$ cat src/rtl/mc_pkg.sv
// Shared multicycle-controller definitions: control-word bit positions,
// memory-stage FSM state codes and read-destination encoding.
package mc_pkg;

    localparam int MEMREAD  = 16;
    localparam int MEMWRITE = 15;
    localparam int IRWRITE  = 14;
    localparam int INSTDATA = 17;

    typedef enum logic {IDLE = 1'b0, BUSY = 1'b1} state_t;
    typedef enum logic {DEST_IR = 1'b0, DEST_DATA = 1'b1} dest_t;

endpackage

$ cat src/rtl/mem_access_unit_if.sv
// Word-memory request/ack bus between the memory-access stage (master)
// and the memory (slave).
interface mem_access_unit_if #(
    parameter int DATA_W = 32,
    parameter int MEM_AW = 10
);
    logic              mem_req_o;
    logic              mem_we_o;
    logic [MEM_AW-1:0] mem_addr_o;
    logic [DATA_W-1:0] mem_wdata_o;
    logic [DATA_W-1:0] mem_rdata_i;
    logic              mem_ack_i;

    modport master (
        output mem_req_o, mem_we_o, mem_addr_o, mem_wdata_o,
        input  mem_rdata_i, mem_ack_i
    );

    modport slave (
        input  mem_req_o, mem_we_o, mem_addr_o, mem_wdata_o,
        output mem_rdata_i, mem_ack_i
    );
endinterface

$ cat src/rtl/mem_wdog.sv
// BUSY-phase watchdog: counts BUSY cycles from entry and flags the cycle
// in which the TIMEOUT_CYC-th BUSY cycle is reached.
module mem_wdog #(
    parameter int TIMEOUT_CYC = 15
) (
    input  logic clk,
    input  logic reset_n,
    input  logic clr,
    input  logic en,
    output logic hit
);
    logic [3:0] cnt;

    always_ff @(posedge clk or negedge reset_n) begin
        if (!reset_n)  cnt <= '0;
        else if (clr)  cnt <= '0;
        else if (en)   cnt <= cnt + 4'd1;
    end

    // cnt is 0 in the first BUSY cycle, so the last allowed cycle sees TIMEOUT_CYC-1
    assign hit = en && (cnt == 4'(TIMEOUT_CYC - 1));
endmodule

$ cat src/rtl/mem_access_unit.sv
// Memory-side stage of the multicycle controller: one req/ack access per
// MemRead/MemWrite, loading IR or the data register. Watchdog abort is
// built only when MEM_TIMEOUT_EN is defined.
module mem_access_unit
    import mc_pkg::*;
#(
    parameter int DATA_W      = 32,
    parameter int MEM_AW      = 10,
    parameter int TIMEOUT_CYC = 15
) (
    input  logic                   clk,
    input  logic                   reset_n,
    input  logic                   mem_read_i,
    input  logic                   mem_write_i,
    input  logic                   inst_data_i,
    input  logic                   ir_write_i,
    input  logic [DATA_W-1:0]      pc_i,
    input  logic [DATA_W-1:0]      z_i,
    input  logic [DATA_W-1:0]      y_i,
    mem_access_unit_if.master      mem,
    output logic [DATA_W-1:0]      ir_o,
    output logic [5:0]             op_o,
    output logic [5:0]             funct_o,
    output logic [DATA_W-1:0]      data_o,
    output logic                   stall_o,
    output logic                   proto_err_o,
    output logic                   timeout_o
);
    state_t            state, nextState;
    dest_t             dest;
    logic              start, expire;
    logic              req, reqWe;
    logic [MEM_AW-1:0] reqAddr;
    logic [DATA_W-1:0] reqWdata, selAddr, irReg, dataReg;
    logic              protoErr;
    logic              unusedAddrBits;

    assign selAddr        = inst_data_i ? z_i : pc_i;
    assign unusedAddrBits = ^{selAddr[DATA_W-1:MEM_AW+2], selAddr[1:0]};

    always_comb begin
        nextState = state;
        start     = 1'b0;
        stall_o   = 1'b0;
        case (state)
            IDLE: if (mem_read_i || mem_write_i) begin
                start     = 1'b1;
                stall_o   = 1'b1;
                nextState = BUSY;
            end
            BUSY: if (mem.mem_ack_i || expire) nextState = IDLE;
                  else stall_o = 1'b1;
            default: nextState = IDLE;
        endcase
    end

    always_ff @(posedge clk or negedge reset_n) begin
        if (!reset_n) begin
            state    <= IDLE;
            req      <= 1'b0;
            reqWe    <= 1'b0;
            reqAddr  <= '0;
            reqWdata <= '0;
            dest     <= DEST_IR;
            irReg    <= '0;
            dataReg  <= '0;
            protoErr <= 1'b0;
        end else begin
            state <= nextState;
            req   <= (nextState == BUSY);
            if (start) begin
                reqAddr  <= selAddr[MEM_AW+1:2];
                reqWe    <= mem_write_i && !mem_read_i;
                reqWdata <= y_i;
                dest     <= ir_write_i ? DEST_IR : DEST_DATA;
                if (mem_read_i && mem_write_i) protoErr <= 1'b1;
            end
            if (state == BUSY && mem.mem_ack_i && !reqWe) begin
                if (dest == DEST_IR) irReg   <= mem.mem_rdata_i;
                else                 dataReg <= mem.mem_rdata_i;
            end
        end
    end

`ifdef MEM_TIMEOUT_EN
    logic wdogHit, timeoutFlag;

    mem_wdog #(.TIMEOUT_CYC(TIMEOUT_CYC)) uWdog (
        .clk     (clk),
        .reset_n (reset_n),
        .clr     (start),
        .en      (state == BUSY),
        .hit     (wdogHit)
    );

    // a late ack on the expiry cycle still completes the access
    assign expire = wdogHit && !mem.mem_ack_i;

    always_ff @(posedge clk or negedge reset_n) begin
        if (!reset_n)    timeoutFlag <= 1'b0;
        else if (expire) timeoutFlag <= 1'b1;
    end
    assign timeout_o = timeoutFlag;
`else
    localparam int unusedTimeoutCyc = TIMEOUT_CYC;
    assign expire    = 1'b0;
    assign timeout_o = 1'b0;
`endif

    assign mem.mem_req_o   = req;
    assign mem.mem_we_o    = reqWe;
    assign mem.mem_addr_o  = reqAddr;
    assign mem.mem_wdata_o = reqWdata;
    assign ir_o            = irReg;
    assign op_o            = irReg[31:26];
    assign funct_o         = irReg[5:0];
    assign data_o          = dataReg;
    assign proto_err_o     = protoErr;
endmodule

$ cat src/flat_wrapper.sv
// flat-port wrapper written by rule: the top's interface ports become plain ports
module mem_access_unit_flat import mc_pkg::*;
#(
    parameter int DATA_W      = 32,
    parameter int MEM_AW      = 10,
    parameter int TIMEOUT_CYC = 15
)
  (clk, reset_n, mem_read_i, mem_write_i, inst_data_i, ir_write_i, pc_i, z_i, y_i, ir_o, op_o, funct_o, data_o, stall_o, proto_err_o, timeout_o, mem_mem_req_o, mem_mem_we_o, mem_mem_addr_o, mem_mem_wdata_o, mem_mem_rdata_i, mem_mem_ack_i);
  mem_access_unit_if #(.DATA_W(DATA_W), .MEM_AW(MEM_AW)) mem_i ();
  input  logic clk;
  input  logic reset_n;
  input  logic mem_read_i;
  input  logic mem_write_i;
  input  logic inst_data_i;
  input  logic ir_write_i;
  input  logic [DATA_W-1:0] pc_i;
  input  logic [DATA_W-1:0] z_i;
  input  logic [DATA_W-1:0] y_i;
  output logic [DATA_W-1:0] ir_o;
  output logic [5:0] op_o;
  output logic [5:0] funct_o;
  output logic [DATA_W-1:0] data_o;
  output logic stall_o;
  output logic proto_err_o;
  output logic timeout_o;
  output wire logic [$bits(mem_i.mem_req_o)-1:0] mem_mem_req_o;
  output wire logic [$bits(mem_i.mem_we_o)-1:0] mem_mem_we_o;
  output wire logic [$bits(mem_i.mem_addr_o)-1:0] mem_mem_addr_o;
  output wire logic [$bits(mem_i.mem_wdata_o)-1:0] mem_mem_wdata_o;
  input wire logic [$bits(mem_i.mem_rdata_i)-1:0] mem_mem_rdata_i;
  input wire logic [$bits(mem_i.mem_ack_i)-1:0] mem_mem_ack_i;
  assign mem_mem_req_o = mem_i.mem_req_o;
  assign mem_mem_we_o = mem_i.mem_we_o;
  assign mem_mem_addr_o = mem_i.mem_addr_o;
  assign mem_mem_wdata_o = mem_i.mem_wdata_o;
  assign mem_i.mem_rdata_i = mem_mem_rdata_i;
  assign mem_i.mem_ack_i = mem_mem_ack_i;
  mem_access_unit #(.DATA_W(DATA_W), .MEM_AW(MEM_AW), .TIMEOUT_CYC(TIMEOUT_CYC)) u_core (.clk(clk), .reset_n(reset_n), .mem_read_i(mem_read_i), .mem_write_i(mem_write_i), .inst_data_i(inst_data_i), .ir_write_i(ir_write_i), .pc_i(pc_i), .z_i(z_i), .y_i(y_i), .mem(mem_i), .ir_o(ir_o), .op_o(op_o), .funct_o(funct_o), .data_o(data_o), .stall_o(stall_o), .proto_err_o(proto_err_o), .timeout_o(timeout_o));
endmodule
$ cat config.mk
export PLATFORM = sky130hd
export DESIGN_NAME = mem_access_unit_flat
export DESIGN_NICKNAME = d
export VERILOG_FILES = /design/src/rtl/mc_pkg.sv /design/src/rtl/mem_access_unit_if.sv /design/src/rtl/mem_wdog.sv /design/src/rtl/mem_access_unit.sv /design/src/flat_wrapper.sv
export SDC_FILE = /design/constraint.sdc
export NUM_CORES = 1
export LEC_CHECK = 0
export BUFFER_PORTS_ARGS = -buffer_cell sky130_fd_sc_hd__buf_4
export CAP_MARGIN = 0
export CORE_MARGIN = 1.5
export CORE_UTILIZATION = 40
export CTS_BUF_LIST = sky130_fd_sc_hd__clkbuf_8
export DETAILED_ROUTE_END_ITERATION = 8
export PLACE_DENSITY_LB_ADDON = 0.3
export SYNTH_ARGS = -nofsm -noshare
export SYNTH_HDL_FRONTEND = slang
export SYNTH_SLANG_ARGS = --single-unit
$ cat constraint.sdc
create_clock -name clk -period 1.5 [get_ports clk]
set_input_delay 0.075 -clock clk [delete_from_list [all_inputs] [get_ports clk]]
set_output_delay 0.075 -clock clk [all_outputs]
set_load 0.005 [all_outputs]
# Yosys cells after proc, flatten, opt, wreduce, memory -nomap -nowiden
# Index checks and enable logic that the tools add are counted.
# word_totals
memories	0
ramBits	0
mem_bits_ro	0
reg_bits	110
output_inout_bits	123
wordCells	26
inputBits	135
latch_bits	0
# op_classes
multipliers	0
n_addsub	0
shift	0
reduce_logical	10
n_eq_ne	0
order_cmp	0
mux	6
div_mod_pow	0
n_bitwise	2
# op_table
operator	n
12-bit 2-to-1 mux	1
2-bit AND reduction	3
1-bit logical AND	4
1-bit 2-to-1 mux	4
1-bit zero test	2
1-bit inverter	2
1-bit case mux with 2 select lines	1
1-bit logical OR	1

# Logic depth before layout (Yosys ltp)
# depth
ltp_word	4
mapped_depth	4
mapped_depth_nobuf	2

# Least setup slack after synthesis
# Ideal clock, no wire load.
# synth_timing
path_kind	register -> register
start	reg u_core.dest
end	reg u_core.irReg[10], in the netlist u_core.ir_o[10]
n_path_buf	2
slack_ns	0.161
synth_period_minus_slack_ns	1.339
setup_time_ns	0.125
stages_incl_launch_ff	5
required_ns	1.375
arrival_time_ns	1.214
cell_sequence	dfrtp_1 > and4bb_1 > buf_6 > buf_12 > mux2_4
# synth_via
elab_chain_cells	2
# synth_rtl
element	line_no	text
start, declared	mem_access_unit.sv:30	dest_t dest;
start signal, assigned	mem_access_unit.sv:75	dest <= ir_write_i ? DEST_IR : DEST_DATA;
1-bit inverter (no source line)	n/a	
2-bit AND reduction (no source line)	n/a	
end signal, assigned	mem_access_unit.sv:79	if (dest == DEST_IR) irReg <= mem.mem_rdata_i;
end, declared	mem_access_unit.sv:34	logic [DATA_W-1:0] reqWdata, selAddr, irReg, dataReg;
# No other way between the ends.
# A chain may end at the register's enable or synchronous reset.

# Final worst setup path
# layout_timing
start	reg u_core.dest
end	reg u_core.irReg[0], in the netlist u_core.ir_o[0]
# Same word-level chain as after synthesis.

==> qor.csv <==
metric,value,unit
fp.dieH,109,um
grt_first_pass_wirelength,17100,um
power_per_cell_area,1670,nW/um^2
route.vias.total,3220,
netlist.area_leader.share,61.0,%
critPathLaunchType,register,
fin_setup_tns,0,ps
grt_pass1_vias,3468,
final_max_slew_viol_count,0,
first_iter_violations,75,
synth_compound_gate_area_share,0.804,%
syn_nets,399,
cts_root_buf,clkbuf_8,
finalHoldViolCount,0,
yosysWarnings,0,
min_to,u_core.mem.mem_addr_o[8]$_DFFE_PN0P_,
r2r_cells,3,
nets,681,
wirelength,11100,um
vias_per_cell,4.66,
htree_levels,3,
synth_area_leaders,"dfrtp_1 (61%), mux2_2 (20%), mux2_4 (10%), buf_4 (2.8%), buf_12 (1.3%)",
rrSetupSlack,40,ps
path_max_fanout,22,
wire_per_inst,16.1,um
rr_startpoint,u_core.dest$_DFFE_PN0P_,
clkTransAtPathRegs,100,ps
grt_max_degree,45,
critPathMaxStageDelay,420,ps
coreArea,10900,um^2
worstPathArrival,1710,ps
synth-simple-area-share,0.888,%
end_kind,register,
layout_commonest_cell,buf_4,
layout_common_cells,"buf_4 (220), dfrtp_1 (110), mux2_2 (82)",
cp_slowest_cell,dfrtp_1,
critPathLaunch,u_core.dest$_DFFE_PN0P_,
synth_cell_types,19,
num_io_pins,258,
initial_utilization,41.2,%
dp_hpwl,7370,um
setup_violations,0,
gp_congestion,0.714,
cp_top_family,flip-flops,
synth_xor_area_share,0,%
synthesis.area,4510,um^2
portBuffers,212,
synthAdderAreaFrac,0,%
synth_seq_cells,110,
hp-class,primary input to register,
synth_cells,264,
worstPathCellList,and4bb_2 > buf_12 > mux2_2,
p_leak,3.43,nW
cp.required,1750,ps
dieArea,11900,um^2
muxShareOfSynthArea,31.7,%
rows,38,
yosysSeqAreaShare,61.0,%
min-delay-start,pc_i[10],
critPathBufInv,1,
layout-drive-gt1-share,65.3,%
diodes,0,
cap_violations,0,
min_period,1460,ps
r2r-end,u_core.ir_o[0]$_DFFE_PN0P_,
clockBufferDepth,2,
skew,12.1,ps
peakVddDrop,0.949,mV
ant_nets,0,
firstDrtPassIters,4,
grt-ovfl-total,0,
synth_top_family_by_area,multiplexers,
numCtsBuffers,9,
route.detailed.drc,0,
dieWidth,109,um
clk_latency,370,ps
grt_setup_unrepaired,no,
fin_util,65.2,%
run_status,finished clean,
syn2layout_area_growth,58.1,%
avgSynthCellArea,17.1,um^2
whs_path_depth,3,
worstSetupPathType,register to register,
antenna_found_initial,0,
min_period_over_period,97.5,%
finalPower,11.9,mW
clock.fmax,684,MHz
grt_usage,18.8,%
clock-sinks,110,
synth_largest_area_cell,dfrtp_1,
cts_tree,yes,
hold_slack,45.4,ps
==> worst min-delay path, stage by stage <==
cell and delay, ps:
buf_4 70, mux2_2 120, mux2_1 110
==> flip-flops by register name, indices dropped and copies added, names as in the netlist <==
name / cells
u_core.mem.mem_addr_o: 10
u_core.proto_err_o: 1
u_core.ir_o: 32
u_core.state: 1
u_core.mem.mem_we_o: 1
u_core.data_o: 32
u_core.mem.mem_wdata_o: 32
u_core.dest: 1
==> logic make-up after synthesis <==
family	Yosys count
and+or+nand+nor	4
buffers and inverters	28
AOI/OAI and AO/OA	4
other	1
DFF	110
muxes	117
==> layer usage <==
layer,track usage [%],vias to the layer above,part of all wire (%)
met3,6.75,13,8.8
met5,0,-,0
met4,6.22,0,1.5
met1,20.8,1594,38
met2,33.4,149,51
li1,-,1464,-
==> where the power goes <==
part	internal [mW]	switching, mW	total [mW]	leakage [nW]
Clock	0.775	1.01	1.79	0.0879
Combinational	3.52	1.57	5.09	2.04
Sequential	4.27	0.792	5.06	1.30
==> synthesized netlist by cell type (all sizes together) <==
library cell / number
o21bai: 1
a21o: 1
a21oi: 1
nand4b: 1
mux2i: 1
nor2b: 1
nand2b: 1
inv: 3
o21ai: 1
dfrtp: 110
and4bb: 1
buf: 25
mux2: 116
conb: 1
==> per-stage QoR <==
stage	std cells	area, um^2	setup slack, ps
2_1_floorplan	264	4510	161
3_3_place_gp	600	6170	71.5
3_5_place_dp	600	6170	56.1
4_1_cts	686	7070	0.222
5_1_grt	691	7130	0.339
6_report	691	7130	37.7
==> worst max path at each step <==
stage,endpoint,cells after the start
2_1_floorplan,u_core.ir_o[10]$_DFFE_PN0P_,4
3_3_place_gp,u_core.ir_o[31]$_DFFE_PN0P_,3
3_5_place_dp,u_core.ir_o[17]$_DFFE_PN0P_,3
4_1_cts,stall_o,4
5_1_grt,stall_o,4
6_report,u_core.ir_o[0]$_DFFE_PN0P_,3
==> cell type report <==
class	count	area, um^2
Timing Repair Buffer	296	2480
Sequential cell	110	2750
Fill cell	796	3800
Inverter	3	11.3
Tap cell	140	175
Multi-Input combinational cell	126	1510
Clock inverter	7	73.8
Clock buffer	9	124
==> repair_timing <==
action                                  4_1_cts  5_1_grt
hold buffers                                 68        0
hold endpoints to repair                    177        0
gates cloned                                  0        1
gates resized for setup                       2        3
endpoints found under the setup margin        1       28
setup buffers                                 2        4
Note: power is estimated with default switching activity, not from simulation.
